===== src/rtl/bus_xbar_pkg.sv =====
// Shared types and decode helper for the bus_xbar_ooo crossbar.
// Index widths are sized for the largest legal configuration so one entry type serves every build.
package bus_xbar_pkg;

  localparam int unsigned NrHostsMax   = 8;
  localparam int unsigned NrDevicesMax = 16;
  localparam int unsigned AddrWMax     = 64;

  localparam int unsigned HostIdxW = $clog2(NrHostsMax);
  localparam int unsigned DevIdxW  = $clog2(NrDevicesMax + 1);

  typedef struct packed {
    logic [HostIdxW-1:0] host;
    logic [DevIdxW-1:0]  dev;
    logic                decerr;
  } rsp_entry_t;

  // Single-window hit test; callers zero-extend narrower addresses.
  function automatic logic addr_decode(input logic [AddrWMax-1:0] addr,
                                       input logic [AddrWMax-1:0] base,
                                       input logic [AddrWMax-1:0] mask);
    return (addr & mask) == base;
  endfunction

endpackage


===== src/rtl/bus_xbar_rsp_fifo.sv =====
// Synchronous FIFO tracking outstanding transactions in issue order.
// A push while full is accepted only together with a pop.
module bus_xbar_rsp_fifo #(
  parameter int unsigned Width = 8,
  parameter int unsigned Depth = 4
) (
  input  logic                     clk_i,
  input  logic                     rst_ni,
  input  logic                     push_i,
  input  logic [Width-1:0]         data_i,
  input  logic                     pop_i,
  output logic [Width-1:0]         data_o,
  output logic                     full_o,
  output logic                     empty_o,
  output logic [$clog2(Depth):0]   count_o
);

  localparam int unsigned PtrW = $clog2(Depth);
  localparam int unsigned CntW = PtrW + 1;

  logic [Depth-1:0][Width-1:0] mem_q;
  logic [PtrW-1:0]             wptr_q, rptr_q;
  logic [CntW-1:0]             cnt_q;
  logic                        do_push, do_pop;

  assign empty_o = (cnt_q == '0);
  assign full_o  = (cnt_q == CntW'(Depth));
  assign count_o = cnt_q;
  assign data_o  = mem_q[rptr_q];
  assign do_pop  = pop_i && !empty_o;
  assign do_push = push_i && (!full_o || do_pop);

  // Depth is a power of two, so pointers wrap by natural overflow.
  always_ff @(posedge clk_i or negedge rst_ni) begin
    if (!rst_ni) begin
      mem_q  <= '0;
      wptr_q <= '0;
      rptr_q <= '0;
      cnt_q  <= '0;
    end else begin
      if (do_push) begin
        mem_q[wptr_q] <= data_i;
        wptr_q        <= wptr_q + 1'b1;
      end
      if (do_pop) rptr_q <= rptr_q + 1'b1;
      cnt_q <= cnt_q + CntW'(do_push) - CntW'(do_pop);
    end
  end

endmodule


===== src/rtl/bus_xbar_ooo.sv =====
// Multi-host / multi-device bus crossbar with pipelined in-order responses and DECERR generation.
// Define BUS_XBAR_RR_ARB_EN for round-robin arbitration; default is fixed priority (host 0 highest).
module bus_xbar_ooo
  import bus_xbar_pkg::*;
#(
  parameter int unsigned NrHosts        = 2,
  parameter int unsigned NrDevices      = 3,
  parameter int unsigned DataWidth      = 32,
  parameter int unsigned AddressWidth   = 32,
  parameter int unsigned MaxOutstanding = 4
) (
  input  logic                                     clk_i,
  input  logic                                     rst_ni,
  input  logic [NrHosts-1:0]                       host_req_i,
  output logic [NrHosts-1:0]                       host_gnt_o,
  input  logic [NrHosts-1:0][AddressWidth-1:0]     host_addr_i,
  input  logic [NrHosts-1:0]                       host_we_i,
  input  logic [NrHosts-1:0][DataWidth/8-1:0]      host_be_i,
  input  logic [NrHosts-1:0][DataWidth-1:0]        host_wdata_i,
  output logic [NrHosts-1:0]                       host_rvalid_o,
  output logic [NrHosts-1:0][DataWidth-1:0]        host_rdata_o,
  output logic [NrHosts-1:0]                       host_err_o,
  output logic [NrDevices-1:0]                     device_req_o,
  output logic [NrDevices-1:0]                     device_we_o,
  output logic [NrDevices-1:0][AddressWidth-1:0]   device_addr_o,
  output logic [NrDevices-1:0][DataWidth/8-1:0]    device_be_o,
  output logic [NrDevices-1:0][DataWidth-1:0]      device_wdata_o,
  input  logic [NrDevices-1:0]                     device_rvalid_i,
  input  logic [NrDevices-1:0]                     device_err_i,
  input  logic [NrDevices-1:0][DataWidth-1:0]      device_rdata_i,
  input  logic [NrDevices-1:0][AddressWidth-1:0]   cfg_device_addr_base,
  input  logic [NrDevices-1:0][AddressWidth-1:0]   cfg_device_addr_mask
);

  localparam int unsigned HIW  = (NrHosts > 1) ? $clog2(NrHosts) : 1;
  localparam int unsigned DIW  = (NrDevices > 1) ? $clog2(NrDevices) : 1;
  localparam int unsigned CntW = $clog2(MaxOutstanding) + 1;

  logic             en_q;
  rsp_entry_t       head, push_ent;
  logic [HIW-1:0]   head_host, sel_host;
  logic [DIW-1:0]   head_dev, sel_dev;
  logic             fifo_full, fifo_empty, rsp_pop;
  logic [CntW-1:0]  fifo_cnt;
  logic             sel_vld, sel_hit, any_gnt;

  // Holds grants off while in reset so every output is zero asynchronously.
  always_ff @(posedge clk_i or negedge rst_ni) begin
    if (!rst_ni) en_q <= 1'b0;
    else         en_q <= 1'b1;
  end

  assign head_host = HIW'(head.host);
  assign head_dev  = DIW'(head.dev);
  assign rsp_pop   = !fifo_empty && (head.decerr || device_rvalid_i[head_dev]);

  always_comb begin
    host_rvalid_o = '0;
    host_rdata_o  = '0;
    host_err_o    = '0;
    if (rsp_pop) begin
      host_rvalid_o[head_host] = 1'b1;
      host_err_o[head_host]    = head.decerr | device_err_i[head_dev];
      host_rdata_o[head_host]  = head.decerr ? '0 : device_rdata_i[head_dev];
    end
  end

`ifdef BUS_XBAR_RR_ARB_EN
  logic [HIW-1:0] ptr_q;
  logic [HIW:0]   idx;

  // Walk downward so the requester nearest the pointer is the last (winning) assignment.
  always_comb begin
    sel_vld  = 1'b0;
    sel_host = '0;
    idx      = '0;
    for (int k = NrHosts - 1; k >= 0; k--) begin
      idx = (HIW+1)'(ptr_q) + (HIW+1)'(k);
      if (idx >= (HIW+1)'(NrHosts)) idx = idx - (HIW+1)'(NrHosts);
      if (host_req_i[idx[HIW-1:0]]) begin
        sel_vld  = 1'b1;
        sel_host = idx[HIW-1:0];
      end
    end
  end

  always_ff @(posedge clk_i or negedge rst_ni) begin
    if (!rst_ni) ptr_q <= '0;
    else if (any_gnt) ptr_q <= (32'(sel_host) == NrHosts - 1) ? '0 : sel_host + 1'b1;
  end
`else
  always_comb begin
    sel_vld  = 1'b0;
    sel_host = '0;
    for (int k = NrHosts - 1; k >= 0; k--) begin
      if (host_req_i[k]) begin
        sel_vld  = 1'b1;
        sel_host = HIW'(k);
      end
    end
  end
`endif

  assign any_gnt = en_q && sel_vld && (!fifo_full || rsp_pop);

  always_comb begin
    host_gnt_o           = '0;
    host_gnt_o[sel_host] = any_gnt;
  end

  always_comb begin
    sel_hit = 1'b0;
    sel_dev = '0;
    for (int d = NrDevices - 1; d >= 0; d--) begin
      if (addr_decode(AddrWMax'(host_addr_i[sel_host]), AddrWMax'(cfg_device_addr_base[d]),
                      AddrWMax'(cfg_device_addr_mask[d]))) begin
        sel_hit = 1'b1;
        sel_dev = DIW'(d);
      end
    end
  end

  always_comb begin
    device_req_o   = '0;
    device_we_o    = '0;
    device_addr_o  = '0;
    device_be_o    = '0;
    device_wdata_o = '0;
    if (any_gnt && sel_hit) begin
      device_req_o[sel_dev]   = 1'b1;
      device_we_o[sel_dev]    = host_we_i[sel_host];
      device_addr_o[sel_dev]  = host_addr_i[sel_host];
      device_be_o[sel_dev]    = host_be_i[sel_host];
      device_wdata_o[sel_dev] = host_wdata_i[sel_host];
    end
  end

  assign push_ent = '{host: HostIdxW'(sel_host), dev: DevIdxW'(sel_dev), decerr: !sel_hit};

  bus_xbar_rsp_fifo #(
    .Width ($bits(rsp_entry_t)),
    .Depth (MaxOutstanding)
  ) u_rsp_fifo (
    .clk_i   (clk_i),
    .rst_ni  (rst_ni),
    .push_i  (any_gnt),
    .data_i  (push_ent),
    .pop_i   (rsp_pop),
    .data_o  (head),
    .full_o  (fifo_full),
    .empty_o (fifo_empty),
    .count_o (fifo_cnt)
  );

  // Only the head device may answer; with nothing outstanding a stray rvalid is simply dropped.
  logic [NrDevices-1:0] rvalid_ok;
  always_comb begin
    rvalid_ok = fifo_empty ? '1 : '0;
    if (!fifo_empty && !head.decerr) rvalid_ok[head_dev] = 1'b1;
  end

  assert property (@(posedge clk_i) disable iff (!rst_ni) (device_rvalid_i & ~rvalid_ok) == '0);
  assert property (@(posedge clk_i) disable iff (!rst_ni) fifo_cnt <= CntW'(MaxOutstanding));

endmodule


===== config.mk =====
export PLATFORM = sky130hd
export DESIGN_NAME = bus_xbar_ooo
export DESIGN_NICKNAME = d
export VERILOG_FILES = /design/src/rtl/bus_xbar_pkg.sv /design/src/rtl/bus_xbar_rsp_fifo.sv /design/src/rtl/bus_xbar_ooo.sv
export SDC_FILE = /design/constraint.sdc
export NUM_CORES = 1
export LEC_CHECK = 0
export ABC_CLOCK_PERIOD_IN_PS = 4390
export CORE_AREA = 2 2 282 284
export DETAILED_ROUTE_END_ITERATION = 6
export DIE_AREA = 0 0 284 286
export PLACE_DENSITY_LB_ADDON = 0.05
export REMOVE_ABC_BUFFERS = 1
export SKIP_LAST_GASP = 1
export SYNTH_ARGS = -nofsm -noshare
export SYNTH_HDL_FRONTEND = slang
export SYNTH_SLANG_ARGS = --single-unit

===== constraint.sdc =====
create_clock -name clk_i -period 4.39 [get_ports clk_i]
set_input_delay 0.6585 -clock clk_i [delete_from_list [all_inputs] [get_ports clk_i]]
set_output_delay 0.6585 -clock clk_i [all_outputs]
set_load 0.03 [all_outputs]

Word-level counts from Yosys, hierarchy flattened
Cells that the tools add are included.
{ "word_totals": {"ff_bits": 44, "input_bits": 436, "out_inout_bits": 280} }
{ "op_classes": {"add_sub_neg": 4, "magnitude_cmp": 10, "eq_ne": 4, "muxes": 49, "n_bitwise": 11, "n_reduce_logical": 17} }
{ "ops": {"columns": ["operator", "n"], "rows": [
  ["$mux 32", 8],
  ["$and 96x96->96", 2],
  ["$mux 96", 2],
  ["$and 32x32->32", 3],
  ["$eq 32x32->1", 3],
  ["$and 64x64->64", 1],
  ["$bmux 32 s2", 1],
  ["$demux 32 s2", 1],
  ["$mux 64", 1],
  ["$bwmux 36", 1],
  ["$demux 32 s1", 1],
  ["$bmux 9 s2", 1],
  ["$demux 9 s2", 1],
  ["$mux 1", 13],
  ["$and 12x12->12", 1],
  ["$lt 2x3->1 const B", 4],
  ["$mux 12", 1],
  ["$mux 4", 3],
  ["$logic_and 1x1->1", 10],
  ["$mux 2", 5],
  ["$mux 9", 1],
  ["$demux 4 s2", 1],
  ["$mux 7", 1],
  ["$mux 3", 2],
  ["other kinds (16)", 27]
]} }

Logic depth before layout (Yosys ltp)
{ "logic_depth": {"ltp_word": 15, "depth_mapped": 14, "mapped_depth_nobuf": 11} }

Hierarchy
A second synthesis with hierarchy kept.
{ "unflattened": {"cells_unflattened": 1155, "hier_area_um2": 8782.2} }
{ "modules_own_cells": {"columns": ["module", "n_inst", "cells_per_inst", "area_per_inst_um2", "seq_area_each_um2"], "rows": [
  ["bus_xbar_ooo", 1, 1033, 6825.3, 25.0],
  ["bus_xbar_rsp_fifo", 1, 122, 1956.9, 1076.0]
]} }

Worst setup path after synthesis
Ideal clock, no wire load.
{ "synth_path": {"path_kind": "input to output", "start": "input port host_req_i[1]", "end": "output port device_addr_o[27] (netlist bit)", "arrival_ns": 3.601, "setup_slack_ns": 0.131, "stages": 12, "n_path_buf": 4, "cell_sequence": "nor2b_4 buf_6 mux2i_2 or3_1 nand4_1 or4_1 or4_1 clkbuf_1 or3b_1 buf_2 buf_2 nor2_1"} }
{ "synth_lines": {"columns": ["item", "line_no", "text"], "rows": [
  ["from (decl)", "bus_xbar_ooo.sv:14", "input logic [NrHosts-1:0] host_req_i,"],
  ["to (decl)", "bus_xbar_ooo.sv:25", "output logic [NrDevices-1:0][AddressWidth-1:0] device_addr_o,"]
]} }

==> reports/results.env <==
RESULT_OF_THE_RUN='finished, violations left'
VIOLATIONS='setup timing'
CLOCK_SINK_COUNT=24
SYNTH_TOP_FAMILY_BY_AREA='simple AND/OR/NAND/NOR gates'
DRTITER0DRC=313
START_KIND='input pin'
CTSHOLDBUFFERS=0
FINALHOLDVIOLCOUNT=0
FIRST_PASS_GRT_WIRE_LENGTH_MM=85.2
DPL.HPWL_MM=55.3
MIN_PERIOD_PS=4600
FIN_UTIL_PCT=21.2
BUFFER_PORTS.INSERTED=715
RSZ_0062_RAISED_AFTER_GLOBAL_ROUTING='yes'
SYNTH-SIMPLE-AREA-SHARE_PCT=36.5
CAP_VIOLATIONS=0
DESIGN.FINAL.NETS=2294
FINAL_MAX_SLEW_VIOL_COUNT=0
CTS.CLK_SLEW.WORST_PATHS_PS=70
CTS_TREE='done'
SETUP_VIOLATIONS=200
SYNTH-COMPOUND-AREA-SHARE_PCT=5.88
CLOCKBUFFERDEPTH=2
CLOCK_INSERTION_DELAY_WORST_SKEW_PS=260
SYNTH-EDFF-COUNT=0
DRIVE_GT1_SHARE_PCT=29.9
DP_WORST_SETUP_SLACK_PS=-983
ROUTED_WIRE_LENGTH_PER_INSTANCE_UM=22.0
ANT_NETS=0
CELL_AREA_PLACED_SQ_UM=15300
TIMING.CRITICAL_PATH.TO_TYPE='output port'
SYNTH_MUX_AREA_SHARE_PCT=28.7
POWER.DENSITY_nW_PER_UM2=214
POST_DRT_VIA_CELL_RATIO=3.49
SYNTH_FF_TYPE='sky130_fd_sc_hd__dfrtp_1'
CORE_AREA_SQ_UM=78400
GRT.OVERFLOW.TOTAL=0
CTS_INSERTED_BUFFERS=3
SYNTHARSTFLOPSHARE_PCT=100
SYN-MEAN-INSTANCE-AREA_SQ_UM=6.42
WORST-SLEW-PIN-TRANSITION_PS=798
SYNTHESIS.AREA_SQ_UM=6510
FLOORPLAN.DIE.HEIGHT_UM=286
PATH_MAX_FANOUT=10
DRC_ERRORS=0
REQUIRED_TIME_REPORTED_FOR_THE_CRITICAL_PATH_ENDPOINT_PS=3730
TIMING.SETUP.CRITICAL_PATH_CLASS='input pin to output port'
CP_DATA_ARRIVAL_TIME_PS=3950
YS_SEQ_ELEMENTS=24
DRT_PRE_ANTENNA_ITERS=5
SYNTHCELLS=1014
FMAX_GHz=0.217
SYNTH_ADDER_AREA_SHARE_PCT=1.46
LAYOUT_SETUP_WS_PS=-215
VIAS=10151
GLOBALROUTETOTALUTIL_PCT=14.7
MAX_SLEW_MARGIN_PCT=45.3
DIE-WIDTH_UM=284
SYNTH-SEQ-AREA-SHARE_PCT=9.23
SYNTH_AREA_IN_XOR_XNOR_PCT=11.7
WORST_REG_TO_REG_CELLS=11
DETAIL_ROUTE.WIRELENGTH_MM=64.0
CLOCK_TREE.ROOT_CELL='sky130_fd_sc_hd__clkbuf_16'
FIN_WORST_SKEW_PS=3.97
PIN_COUNT_OF_THE_BIGGEST_NET_ENTERING_GLOBAL_ROUTING=35
VIAS_IN_THE_FIRST_GLOBAL_ROUTE=10752
FLOW.AREA_GROWTH_FROM_SYNTHESIS_PCT=156
ROW_COUNT=103
BOUNDARYPINS=716
WORST_HOLD_PATH_TYPE='flip-flop to flip-flop'
FLOORPLAN.INITIALDENSITY_PCT=8.31
LAYOUT.CELL_AREA.NON_FILLER_SQ_UM=16600
CLOCK_TREE.HTREE_LEVEL_COUNT=1
YS_TYPES=48
HOLD_DEPTH=2
ROUTABILITY_CONGESTION_ESTIMATE_FROM_GLOBAL_PLACEMENT=0.824
VDD_DROP_MAX_uV=226
INITIAL_ANTENNA_VIOLATION_COUNT=34
YS_WARN_COUNT=0
DESIGN.DIE.AREA_SQ_UM=81200
LEAKAGE_nW=7.01
FINAL_MIN_PERIOD_OVER_CLOCK_PERIOD_PCT=105
==> state kept, by name (all words and copies together), names as in the netlist <==
signal,cells
en_q,1
u_rsp_fifo.rptr_q,2
u_rsp_fifo.count_o,3
u_rsp_fifo.wptr_q,2
u_rsp_fifo.mem_q,16
==> placed cells by master (no fill, tap or decap), types with 7 or more instances in the layout <==
cell type and count:
sky130_fd_sc_hd__clkdlybuf4s50_1 436, sky130_fd_sc_hd__buf_4 366, sky130_fd_sc_hd__nor2_1 229, sky130_fd_sc_hd__nand2_1 214
sky130_fd_sc_hd__mux2i_1 158, sky130_fd_sc_hd__buf_6 54, sky130_fd_sc_hd__xnor2_1 51, sky130_fd_sc_hd__o21ai_0 46
sky130_fd_sc_hd__xor2_1 34, sky130_fd_sc_hd__nor2_4 32, sky130_fd_sc_hd__buf_12 25, sky130_fd_sc_hd__dfrtp_1 24
sky130_fd_sc_hd__inv_1 23, sky130_fd_sc_hd__nand4_1 18, sky130_fd_sc_hd__nor2b_1 15, sky130_fd_sc_hd__diode_2 11
sky130_fd_sc_hd__nor2_2 11, sky130_fd_sc_hd__or3_1 10, sky130_fd_sc_hd__mux2i_4 8, sky130_fd_sc_hd__buf_16 7
==> power breakdown <==
group          total, mW  switching (mW)  internal (mW)
Sequential         0.367          0.0729          0.294
Clock              0.272          0.0900          0.182
Combinational       2.92            1.70           1.22
Total               3.56            1.87           1.69
==> worst max-delay path: stages <==
cell and delay (ps):
sky130_fd_sc_hd__buf_8 100, sky130_fd_sc_hd__nor2b_4 140, sky130_fd_sc_hd__buf_12 150, sky130_fd_sc_hd__buf_12 140
sky130_fd_sc_hd__mux2i_1 240, sky130_fd_sc_hd__xor2_1 130, sky130_fd_sc_hd__nor4_4 400, sky130_fd_sc_hd__buf_4 180
sky130_fd_sc_hd__nand4_1 110, sky130_fd_sc_hd__or4_4 580, sky130_fd_sc_hd__or3b_4 430, sky130_fd_sc_hd__buf_12 190
sky130_fd_sc_hd__clkbuf_16 190, sky130_fd_sc_hd__nor2_1 110, sky130_fd_sc_hd__buf_4 170
==> routing by layer <==
layer  GRT usage, %  vias to the layer above  part of all wire, %
met4          0.895                       34                 0.74
li1               -                     5033                    -
met2           29.3                      378                   54
met1           15.2                     4648                   36
met3           5.40                       58                  8.6
met5              0                        -                 0.38
==> cell usage after synthesis, types with 3 or more instances <==
cell / count / share of area, %
sky130_fd_sc_hd__nor2_1: 265 / 15
sky130_fd_sc_hd__nand2_1: 215 / 12
sky130_fd_sc_hd__mux2i_1: 168 / 26
sky130_fd_sc_hd__xnor2_1: 53 / 7.1
sky130_fd_sc_hd__o21ai_0: 46 / 3.5
sky130_fd_sc_hd__xor2_1: 34 / 4.6
sky130_fd_sc_hd__clkbuf_1: 29 / 1.7
sky130_fd_sc_hd__dfrtp_1: 24 / 9.2
sky130_fd_sc_hd__inv_1: 23 / 1.3
sky130_fd_sc_hd__buf_2: 22 / 1.7
sky130_fd_sc_hd__nand4_1: 18 / 1.7
sky130_fd_sc_hd__nor2b_1: 16 / 1.5
sky130_fd_sc_hd__or3_1: 10 / 0.96
sky130_fd_sc_hd__buf_6: 7 / 1.2
sky130_fd_sc_hd__nor2_2: 7 / 0.67
sky130_fd_sc_hd__ha_1: 6 / 1.2
sky130_fd_sc_hd__mux2_2: 6 / 1.0
sky130_fd_sc_hd__nor4_1: 6 / 0.58
sky130_fd_sc_hd__and3_1: 5 / 0.48
sky130_fd_sc_hd__a22o_1: 4 / 0.54
sky130_fd_sc_hd__nor4_2: 4 / 0.77
sky130_fd_sc_hd__o31ai_1: 4 / 0.46
sky130_fd_sc_hd__mux4_2: 3 / 1.0
sky130_fd_sc_hd__nand2b_1: 3 / 0.29
sky130_fd_sc_hd__o2111ai_1: 3 / 0.40
sky130_fd_sc_hd__or4_1: 3 / 0.35
==> path summary, 6_finish.rpt <==
| path | from | to | slack (ps) |
|---|---|---|---|
| max | host_req_i[0] | device_wdata_o[7] | -210 |
| min | u_rsp_fifo.mem_q[11] | u_rsp_fifo.mem_q[11] | 480 |
| max reg2reg | u_rsp_fifo.rptr_q[0] | u_rsp_fifo.count_o[2] | 930 |
| min reg2reg | u_rsp_fifo.mem_q[11] | u_rsp_fifo.mem_q[11] | 480 |
| max in group asynchronous | rst_ni | u_rsp_fifo.mem_q[15] | 3340 |
| min in group asynchronous | rst_ni | en_q | 780 |
==> area by class of cell <==
cell class / instances / area [sq um]
diodes: 11 / 27.5
clock buffers: 3 / 75.1
clock inverters: 1 / 30.0
fillers: 8864 / 61700
inverters: 23 / 86.3
multi-input cells: 904 / 5970
flip-flops and latches: 24 / 601
well taps: 1050 / 1310
repair buffers: 895 / 8550
==> cells by family (layout without fill, tap and decap cells) <==
family | after synthesis | after routing
AOI/OAI and AO/OA | 66 | 66
xor gates and xnor gates | 87 | 87
adders and majority gates | 7 | 7
buffers and inverters | 86 | 922
DFF | 24 | 24
muxes | 180 | 180
other | 1 | 12
and+or+nand+nor | 563 | 563
==> through the flow <==
stage          TNS, ps  hold WS (ps)  power (mW)  std cells
5_1_grt         -46130           508        3.82       2902
4_1_cts         -22260           485        3.62       2890
3_3_place_gp   -169590           458        3.30       2861
3_5_place_dp   -172180           468        3.28       2861
2_1_floorplan  -823420           363        1.84        951
6_report        -18660           481        3.56       2911
==> timing repair <==
item,4_1_cts,5_1_grt
gates resized for setup,155,31
gates cloned,8,3
buffers inserted,20,10
pin swaps,33,11
endpoints found under the setup margin,210,210
(Power assumes the default switching activity.)
